[config.mk]
export PLATFORM = sky130hd
export DESIGN_NAME = me_arbiter
export DESIGN_NICKNAME = d
export VERILOG_FILES = /design/src/rtl/me_arb_pkg.sv /design/src/rtl/me_arb_fsm.sv /design/src/rtl/me_arbiter.sv
export SDC_FILE = /design/constraint.sdc
export NUM_CORES = 1
export LEC_CHECK = 0
export BUFFER_PORTS_ARGS = -buffer_cell sky130_fd_sc_hd__buf_2
export CAP_MARGIN = 30
export CELL_PAD_IN_SITES_DETAIL_PLACEMENT = 0
export CELL_PAD_IN_SITES_GLOBAL_PLACEMENT = 2
export CORE_MARGIN = 2
export CORE_UTILIZATION = 21
export CTS_BUF_LIST = sky130_fd_sc_hd__clkbuf_16
export DETAILED_ROUTE_END_ITERATION = 6
export GPL_ROUTABILITY_DRIVEN = 0
export PLACE_DENSITY_LB_ADDON = 0.3
export SYNTH_ARGS = -nofsm -noshare
export SYNTH_HDL_FRONTEND = slang
export SYNTH_HIERARCHICAL = 1
export SYNTH_SLANG_ARGS = --single-unit
[constraint.sdc]
create_clock -name clk -period 2.3 [get_ports clk]
set_clock_uncertainty 0.1 [all_clocks]
set_input_delay 0.46 -clock clk [delete_from_list [all_inputs] [get_ports clk]]
set_output_delay 0.46 -clock clk [all_outputs]
set_load 0.02 [all_outputs]
[src/rtl/me_arb_pkg.sv]
// Shared types and constants for the ME data-memory arbiter.
// Arbitration states and the access-size encoding that ME understands.
package me_arb_pkg;

   typedef enum logic [1:0] {
      IDLE  = 2'd0,
      WAIT  = 2'd1,
      FORCE = 2'd2
   } arb_state_t;

   localparam logic [1:0] MODE_WORD = 2'b00;
   localparam logic [1:0] MODE_HALF = 2'b01;
   localparam logic [1:0] MODE_BYTE = 2'b10;

endpackage

[src/rtl/me_arb_fsm.sv]
// Starvation tracker: counts consecutive cycles a pending DMA request loses to the CPU
// and raises force_grant for exactly one cycle once the limit is reached.
module me_arb_fsm
   import me_arb_pkg::*;
#(
   parameter int STARVE_LIMIT = 8,
   parameter int CNT_W        = 8
) (
   input  logic             clk,
   input  logic             RST,
   input  logic             cpu_req,
   input  logic             dma_valid,
   output logic             force_grant,
   output arb_state_t       state,
   output logic [CNT_W-1:0] cnt
);

   localparam logic [CNT_W-1:0] LIMIT_C = CNT_W'(STARVE_LIMIT);
   localparam logic [CNT_W-1:0] ONE_C   = CNT_W'(1);

   arb_state_t       state_q, state_d;
   logic [CNT_W-1:0] cnt_q, cnt_d;
   logic [CNT_W-1:0] cnt_inc;

   always_ff @(posedge clk or posedge RST) begin
      if (RST) begin
         state_q <= IDLE;
         cnt_q   <= '0;
      end else begin
         state_q <= state_d;
         cnt_q   <= cnt_d;
      end
   end

   always_comb begin
      state_d = state_q;
      cnt_d   = cnt_q;
      cnt_inc = cnt_q + ONE_C;
      case (state_q)
         IDLE: begin
            if (dma_valid && cpu_req) begin
               cnt_d = ONE_C;
               if (LIMIT_C == ONE_C) begin
                  state_d = FORCE;
               end else begin
                  state_d = WAIT;
               end
            end
         end
         WAIT: begin
            // Either the DMA got through on a CPU-free cycle, or it withdrew its request.
            if (!dma_valid || !cpu_req) begin
               state_d = IDLE;
               cnt_d   = '0;
            end else begin
               cnt_d = cnt_inc;
               if (cnt_inc == LIMIT_C) begin
                  state_d = FORCE;
               end
            end
         end
         FORCE: begin
            state_d = IDLE;
            cnt_d   = '0;
         end
         default: begin
            state_d = IDLE;
            cnt_d   = '0;
         end
      endcase
   end

   assign force_grant = (state_q == FORCE);
   assign state       = state_q;
   assign cnt         = cnt_q;

endmodule

[src/rtl/me_arbiter.sv]
// Shares ME's single read/write port between the MEM stage (default winner, zero latency)
// and a valid/ready DMA master, with a bounded-wait forced grant for the DMA side.
module me_arbiter
   import me_arb_pkg::*;
#(
   parameter int ADDR_W       = 12,
   parameter int DATA_W       = 32,
   parameter int STARVE_LIMIT = 8,
   parameter int CNT_W        = 8
) (
   input  logic              clk,
   input  logic              RST,
   input  logic              cpu_req,
   input  logic              cpu_we,
   input  logic [1:0]        cpu_mode,
   input  logic [ADDR_W-1:0] cpu_addr,
   input  logic [DATA_W-1:0] cpu_din,
   output logic [DATA_W-1:0] cpu_dout,
   output logic              cpu_stall,
   input  logic              dma_valid,
   input  logic              dma_we,
   input  logic [1:0]        dma_mode,
   input  logic [ADDR_W-1:0] dma_addr,
   input  logic [DATA_W-1:0] dma_din,
   output logic              dma_ready,
   output logic              dma_rvalid,
   output logic [DATA_W-1:0] dma_rdata,
   output logic              me_memwrite,
   output logic [1:0]        me_mode,
   output logic [ADDR_W-1:0] me_address,
   output logic [DATA_W-1:0] me_din,
   input  logic [DATA_W-1:0] me_dout,
   output arb_state_t        dbg_state,
   output logic [CNT_W-1:0]  dbg_cnt
);

   // Handshake: dma_valid and the dma_* payload stay stable until dma_ready;
   // a transfer happens on the rising edge where both are high.

   logic              force_grant;
   logic              grant_dma;
   logic              dma_rvalid_q, dma_rvalid_d;
   logic [DATA_W-1:0] dma_rdata_q, dma_rdata_d;

   me_arb_fsm #(
      .STARVE_LIMIT (STARVE_LIMIT),
      .CNT_W        (CNT_W)
   ) u_fsm (
      .clk         (clk),
      .RST         (RST),
      .cpu_req     (cpu_req),
      .dma_valid   (dma_valid),
      .force_grant (force_grant),
      .state       (dbg_state),
      .cnt         (dbg_cnt)
   );

   assign grant_dma = dma_valid && (!cpu_req || force_grant);
   assign dma_ready = grant_dma;
   assign cpu_stall = cpu_req && grant_dma;
   assign cpu_dout  = me_dout;

   // A stalled CPU write never reaches ME: the DMA owns the port that cycle.
   always_comb begin
      me_memwrite = cpu_req && cpu_we;
      me_mode     = cpu_mode;
      me_address  = cpu_addr;
      me_din      = cpu_din;
      if (grant_dma) begin
         me_memwrite = dma_we;
         me_mode     = dma_mode;
         me_address  = dma_addr;
         me_din      = dma_din;
      end
   end

   always_comb begin
      dma_rvalid_d = grant_dma && !dma_we;
      dma_rdata_d  = dma_rdata_q;
      if (grant_dma && !dma_we) begin
         dma_rdata_d = me_dout;
      end
   end

   always_ff @(posedge clk or posedge RST) begin
      if (RST) begin
         dma_rvalid_q <= 1'b0;
         dma_rdata_q  <= '0;
      end else begin
         dma_rvalid_q <= dma_rvalid_d;
         dma_rdata_q  <= dma_rdata_d;
      end
   end

   assign dma_rvalid = dma_rvalid_q;
   assign dma_rdata  = dma_rdata_q;

endmodule

==> flow_summary.toml, run 1 <==
[cts]
root_buffer = "clkbuf_16"
worstSkewPairLatency_ns = 0.29
path_clk_slew_ns = 0.07
cts_sinks = 43
cts_made_buffers = 5
cts-hold-fix-buffers = 0
clock_path_buffers = 2
cts_tree = "built"
h-tree-depth = 2

[place]
dp_slack_ns = 0.140
dpl.hpwl_mm = 9.15
placedInstanceArea_sq_um = 4100
port_buffers = 253
place_inst = 625

[die]
num_io_pins = 254
die_h_microns = 121
die_w_microns = 121
die_area_sq_um = 14700
start_util_pct = 21.6
num_rows = 42
core_area_sq_um = 13300

[yosys]
mappedNetlistNets = 362
yosys-top-cells-area = "dfrtp_1 (37%), mux2_2 (19%), mux2_4 (15%)"
synth_warnings = 6
synth_flop_cell = "dfrtp_1"
synth_seq_area_share_pct = 37.3
syn-mean-instance-area_sq_um = 12.5
synthCells = 231
yosysTopAreaCell = "dfrtp_1"
synth_area_sq_um = 2890
synthArstFlopShare_pct = 100
yosysTopAreaCellShare_pct = 37.3
ys_types = 41
synth_seq_cells = 43
synth_edf_count = 0

[hold_path]
hold_class = "primary input to async pin"

[grt]
grt_pass1_vias = 2833
antenna_found_initial = 0
grt_pass1_wl_mm = 16.1
grt_max_degree = 34
track_usage_pct = 14.7
grt.overflow.total = 0

[detailed_routing]
antenna_left = 0
vias = 2706
drtPass1Iterations = 4
wl_per_cell_microns = 17.9
drt_iter0_drc = 68
vias_per_cell = 4.21
routed_wl_mm = 11.5
drc_errors = 0

[power_and_ir_drop]
powerDensity_nw_per_um2 = 613
p_leak_nw = 2.55
irDropWorstVdd_mv = 0.288
p_total_mw = 2.95

[cells_and_area]
final_area_sq_um = 4810
area_growth_pct = 66.4
final_util_pct = 36.0
fillerInstances = 1385
drive_gt1_share_pct = 79.4
num-nets-final = 596
layout.cells.non_filler = 642
antennaDiodeCount = 0

[worst_setup_path]
path_max_fanout = 5
start_kind = "flop"
worstPathRequired_ns = 1.74
critPathCaptureType = "output port"
critPathArrivalTime_ns = 1.85
crit_type = "flop to output port"
r2r_setup_slack_ns = 0.48

[timing]
finalWorstSetupSlack_ns = -0.111
final.min_clock_period_ns = 2.41
slew_headroom_pct = 71.2
tns_ns = -2.80
fin_hold_ws_ns = 0.0638
period_share_pct = 105
worst_pin_slew_ns = 0.432
hold_viol = 0
setup_viol = 38
rsz0062_at_grt = "yes"
fmax_mhz = 415
drv_slew = 0

[run]
drv_cap = 0

[status]
status = "complete, but fails checks"
violations = "setup timing"
## power breakdown
part | internal (mW) | switching, mW
Clock | 0.622 | 0.302
Sequential | 0.868 | 0.0553
Combinational | 0.542 | 0.556
## critical path, cell delays in order, from the launching register on
cell	delay (ns)
dfrtp_1	0.43
nor2b_4	0.15
nand2b_4	0.17
nand2_8	0.09
buf_6	0.14
clkbuf_16	0.15
mux2_4	0.31
buf_6	0.13
## logic make-up (layout without fill, tap and decap cells)
group,after synthesis,count (layout),synth area share [%]
AO/OA/AOI/OAI,19,19,4.90
XOR/XNOR,4,4,1.21
adder cells (fa/ha/maj),1,1,0.433
buffers and inverters,49,284,13.8
flip-flops,43,43,37.3
multiplexers,79,79,34.6
AND/OR/NAND/NOR,36,36,7.80
## cells in the mapped netlist (2+ instances only)
master    count
buf_4        34
buf_6         5
a31oi_1       2
nor3_1        2
mux2_4       29
nand3_1       6
nand3b_1      3
nand4_1       2
mux2_2       50
o21ai_0       3
a21oi_1       6
inv_1         4
nand2_1       6
dfrtp_1      43
nor2_1        5
clkbuf_1      2
buf_12        3
xnor2_1       2
xor2_1        2
## sequential cells by signal (all words and copies together), names as in the netlist
name         count
u_fsm/state      2
u_fsm/cnt        8
dma_rvalid       1
dma_rdata       32
## layout by cell type, fill, tap and decap left out, types with 2 or more instances in the layout
master and count:
o21ai_0 3, nor2_1 5, buf_12 3, dfrtp_1 43, buf_6 35, inv_1 4, nand3b_1 3, mux2_4 55
buf_2 219, mux2_2 24, a31oi_1 2, a21oi_1 6, nand3_1 6, buf_16 3, nor3_1 2, xnor2_1 2
xor2_1 2, buf_4 10, bufinv_16 2, nand4_1 2, nand2_1 5, clkbuf_16 7
## final cells by class
cell class / count / area [sq um] / area share (%)
multi-input combinational: 139 / 1540 / 32.1
timing repair buffer: 272 / 1760 / 36.6
clock buffer: 5 / 125 / 2.60
tap: 176 / 220 / 4.58
sequential: 43 / 1080 / 22.4
clock inverter: 3 / 67.6 / 1.41
inverter: 4 / 15.0 / 0.312
## worst paths after layout
check,start,end,depth (start not counted)
worst max-delay path,u_fsm/state[0],me_din[29],7
worst min-delay path,RST,u_fsm/cnt[6],2
worst max register to register,u_fsm/state[0],dma_rdata[0],5
worst min register to register,dma_rdata[2],dma_rdata[2],1
max in group asynchronous,RST,dma_rdata[7],3
min in group clk,me_dout[11],dma_rdata[11],2
## layer usage
layer | wire, microns | global-route usage [%] | vias to the layer above | part of all wire (%)
li1 | - | - | 1259 | -
met1 | 3650 | 13.9 | 1254 | 32
met2 | 6270 | 28.7 | 177 | 55
met3 | 1160 | 5.03 | 16 | 10
met4 | 395 | 6.11 | 0 | 3.4
met5 | 0 | 0 | - | 0
## repair_timing
item                                   in CTS  in global routing
endpoints found under the hold margin       0                  0
pin swaps                                   1                  1
setup buffers                               3                  1
cloned                                      3                  2
resized for setup                          71                 36
setup endpoints to repair                  45                 46
Power figures use the tool's default switching activity.
==> inputs of run 2 (changes only) <==
REMOVE_ABC_BUFFERS = 1   (was unset)
==> run 2 against run 1 <==
  * The flow still finishes with violations (setup timing)
  * First-iteration DRC count unchanged
  * Sequential share of layout area up 1.2 points
  * Via count down 2.7%
  * Global-route usage down 1.2 points
  * Critical path type unchanged
  * Sequential power about the same
  * Final cell count down 0.62%
  * Clock-buffer cell count unchanged
  * Fmax up 4.1%
  * Largest cell class unchanged
  * Die area unchanged
==> flow_summary.toml, run 2 (synthesis results as in run 1) <==
[cells_and_area]
final_area_sq_um = 4560
antennaDiodeCount = 0
final_common_cell = "buf_2"
layout.cells.non_filler = 638
final_cell_mix = "buf_2 (236), mux2_4 (46), dfrtp_1 (43)"
num-nets-final = 593
area_growth_pct = 58.0
largest_register_ffs = 32
drive_gt1_share_pct = 78.8

[worst_setup_path]
worstPathRequired_ns = 1.74
crit_buf_inv = 3
slowest_delay_ns = 0.40
critPathArrivalTime_ns = 1.76
path_delay_family = "buffers and inverters"
critPathCaptureType = "output port"
start_kind = "flop"
crit_type = "flop to output port"
r2r_setup_slack_ns = 0.53
cp_slowest_cell = "dfrtp_1"
worstPathCellList = "nor2b_4 -> nand2b_4 -> nand2_8 -> buf_12 -> buf_16 -> mux2_4 -> buf_6"
path_max_fanout = 7

[cts]
root_buffer = "clkbuf_16"
cts-hold-fix-buffers = 0
worstSkewPairLatency_ns = 0.28
cts_tree = "built"
h-tree-depth = 2
path_clk_slew_ns = 0.06
cts_made_buffers = 5
cts_sinks = 43
clock_path_buffers = 2

[hold_path]
hold_class = "primary input to async pin"

[timing]
worst_pin_slew_ns = 0.591
slew_headroom_pct = 60.6
final.min_clock_period_ns = 2.32
period_share_pct = 101
drv_slew = 0
hold_viol = 0
fmax_mhz = 432
setup_viol = 7
rsz0062_at_grt = "yes"
finalWorstSetupSlack_ns = -0.0158

[detailed_routing]
drtPass1Iterations = 5
wl_per_cell_microns = 15.9
met3_wirelength_microns = 996
dr.max_layer_used = "met4"
routed_wl_mm = 10.1
vias = 2633
drt_iter0_drc = 68
wl_met2_mm = 5.56
wl_met1_mm = 3.44
antenna_left = 0
vias_per_cell = 4.13
drc_errors = 0

[place]
port_buffers = 253
place_inst = 627
dpl.hpwl_mm = 8.43
placedInstanceArea_sq_um = 4120

[power_and_ir_drop]
p_leak_nw = 2.42
powerDensity_nw_per_um2 = 596
irDropWorstVdd_mv = 0.231

[status]
status = "complete, but fails checks"
violations = "setup timing"

[grt]
track_usage_pct = 13.6
grt_pass1_vias = 2665
grt_pass1_wl_mm = 15.1
grt.overflow.total = 0
antenna_found_initial = 0
grt_max_degree = 33

[die]
core_area_sq_um = 13300
start_util_pct = 21.6
num_rows = 42
die_w_microns = 121
die_area_sq_um = 14700
die_h_microns = 121
num_io_pins = 254

[run]
drv_cap = 0
==> run 2: cell types whose count changed in the layout (fill, tap and decap cells not counted), moves of 2 or more <==
cell / previous run / this run
mux2_2: 24 / 33
mux2_4: 55 / 46
buf_12: 3 / 5
clkbuf_16: 7 / 5
buf_2: 219 / 236
buf_16: 3 / 1
buf_6: 35 / 17
==> run 2: stage by stage <==
step           worst slack (ns)  utilization [%]  total power [mW]  TNS [ns]  hold WS, ns
5_1_grt                 -0.0886             34.2              2.86     -1.74        0.113
2_1_floorplan            -0.881                -              1.46    -43.28        0.200
3_5_place_dp              0.197             30.9              1.91         0        0.388
4_1_cts                  -0.106             33.0              2.74     -2.11       0.0970
6_report                -0.0158             34.2              2.72   -0.0926       0.0858
3_3_place_gp              0.203             30.9              1.91         0        0.385
==> run 2: power by group <==
part	total [mW]	switching, mW	leakage, nW	internal [mW]
Clock	0.771	0.269	0.0811	0.502
Combinational	1.02	0.528	1.81	0.495
Sequential	0.926	0.0574	0.528	0.869
==> run 2: worst reg2reg max path, stage by stage, from the launching register on <==
cell      delay (ns)
dfrtp_1         0.40
nor2b_4         0.12
nand2b_4        0.16
and3b_2         0.24
buf_12          0.25
mux2_2          0.39
==> run 2: worst paths after layout <==
kind / endpoint / start / cells after the start
setup / recovery: me_din[19] / u_fsm/state[0] / 7
hold / removal: u_fsm/cnt[6] / RST / 2
setup reg to reg: dma_rdata[0] / u_fsm/state[0] / 5
hold reg to reg: dma_rdata[1] / dma_rdata[1] / 1
max in group asynchronous: dma_rdata[11] / RST / 3
min in group clk: dma_rdata[3] / me_dout[3] / 2
==> run 2: what timing repair did <==
item,CTS,global route
gates cloned,2,0
pin swaps,1,1
setup endpoints to repair,44,46
hold endpoints to repair,0,0
buffers inserted,1,2
resized for setup,11,52
==> run 2: area by class of cell <==
| class | instances | area, sq um |
|---|---|---|
| multi-input cells | 139 | 1510 |
| inverters | 4 | 15.0 |
| repair buffers | 269 | 1580 |
| clock inverters | 2 | 33.8 |
| fillers | 1409 | 8790 |
| clock buffers | 5 | 125 |
| flip-flops and latches | 43 | 1080 |
| well taps | 176 | 220 |
==> run 2: per-layer routing <==
layer  up-vias  track usage, %
li1       1255               -
met1      1212            14.2
met2       157            26.1
met3         9            3.85
met4         0            3.95
met5         -               0
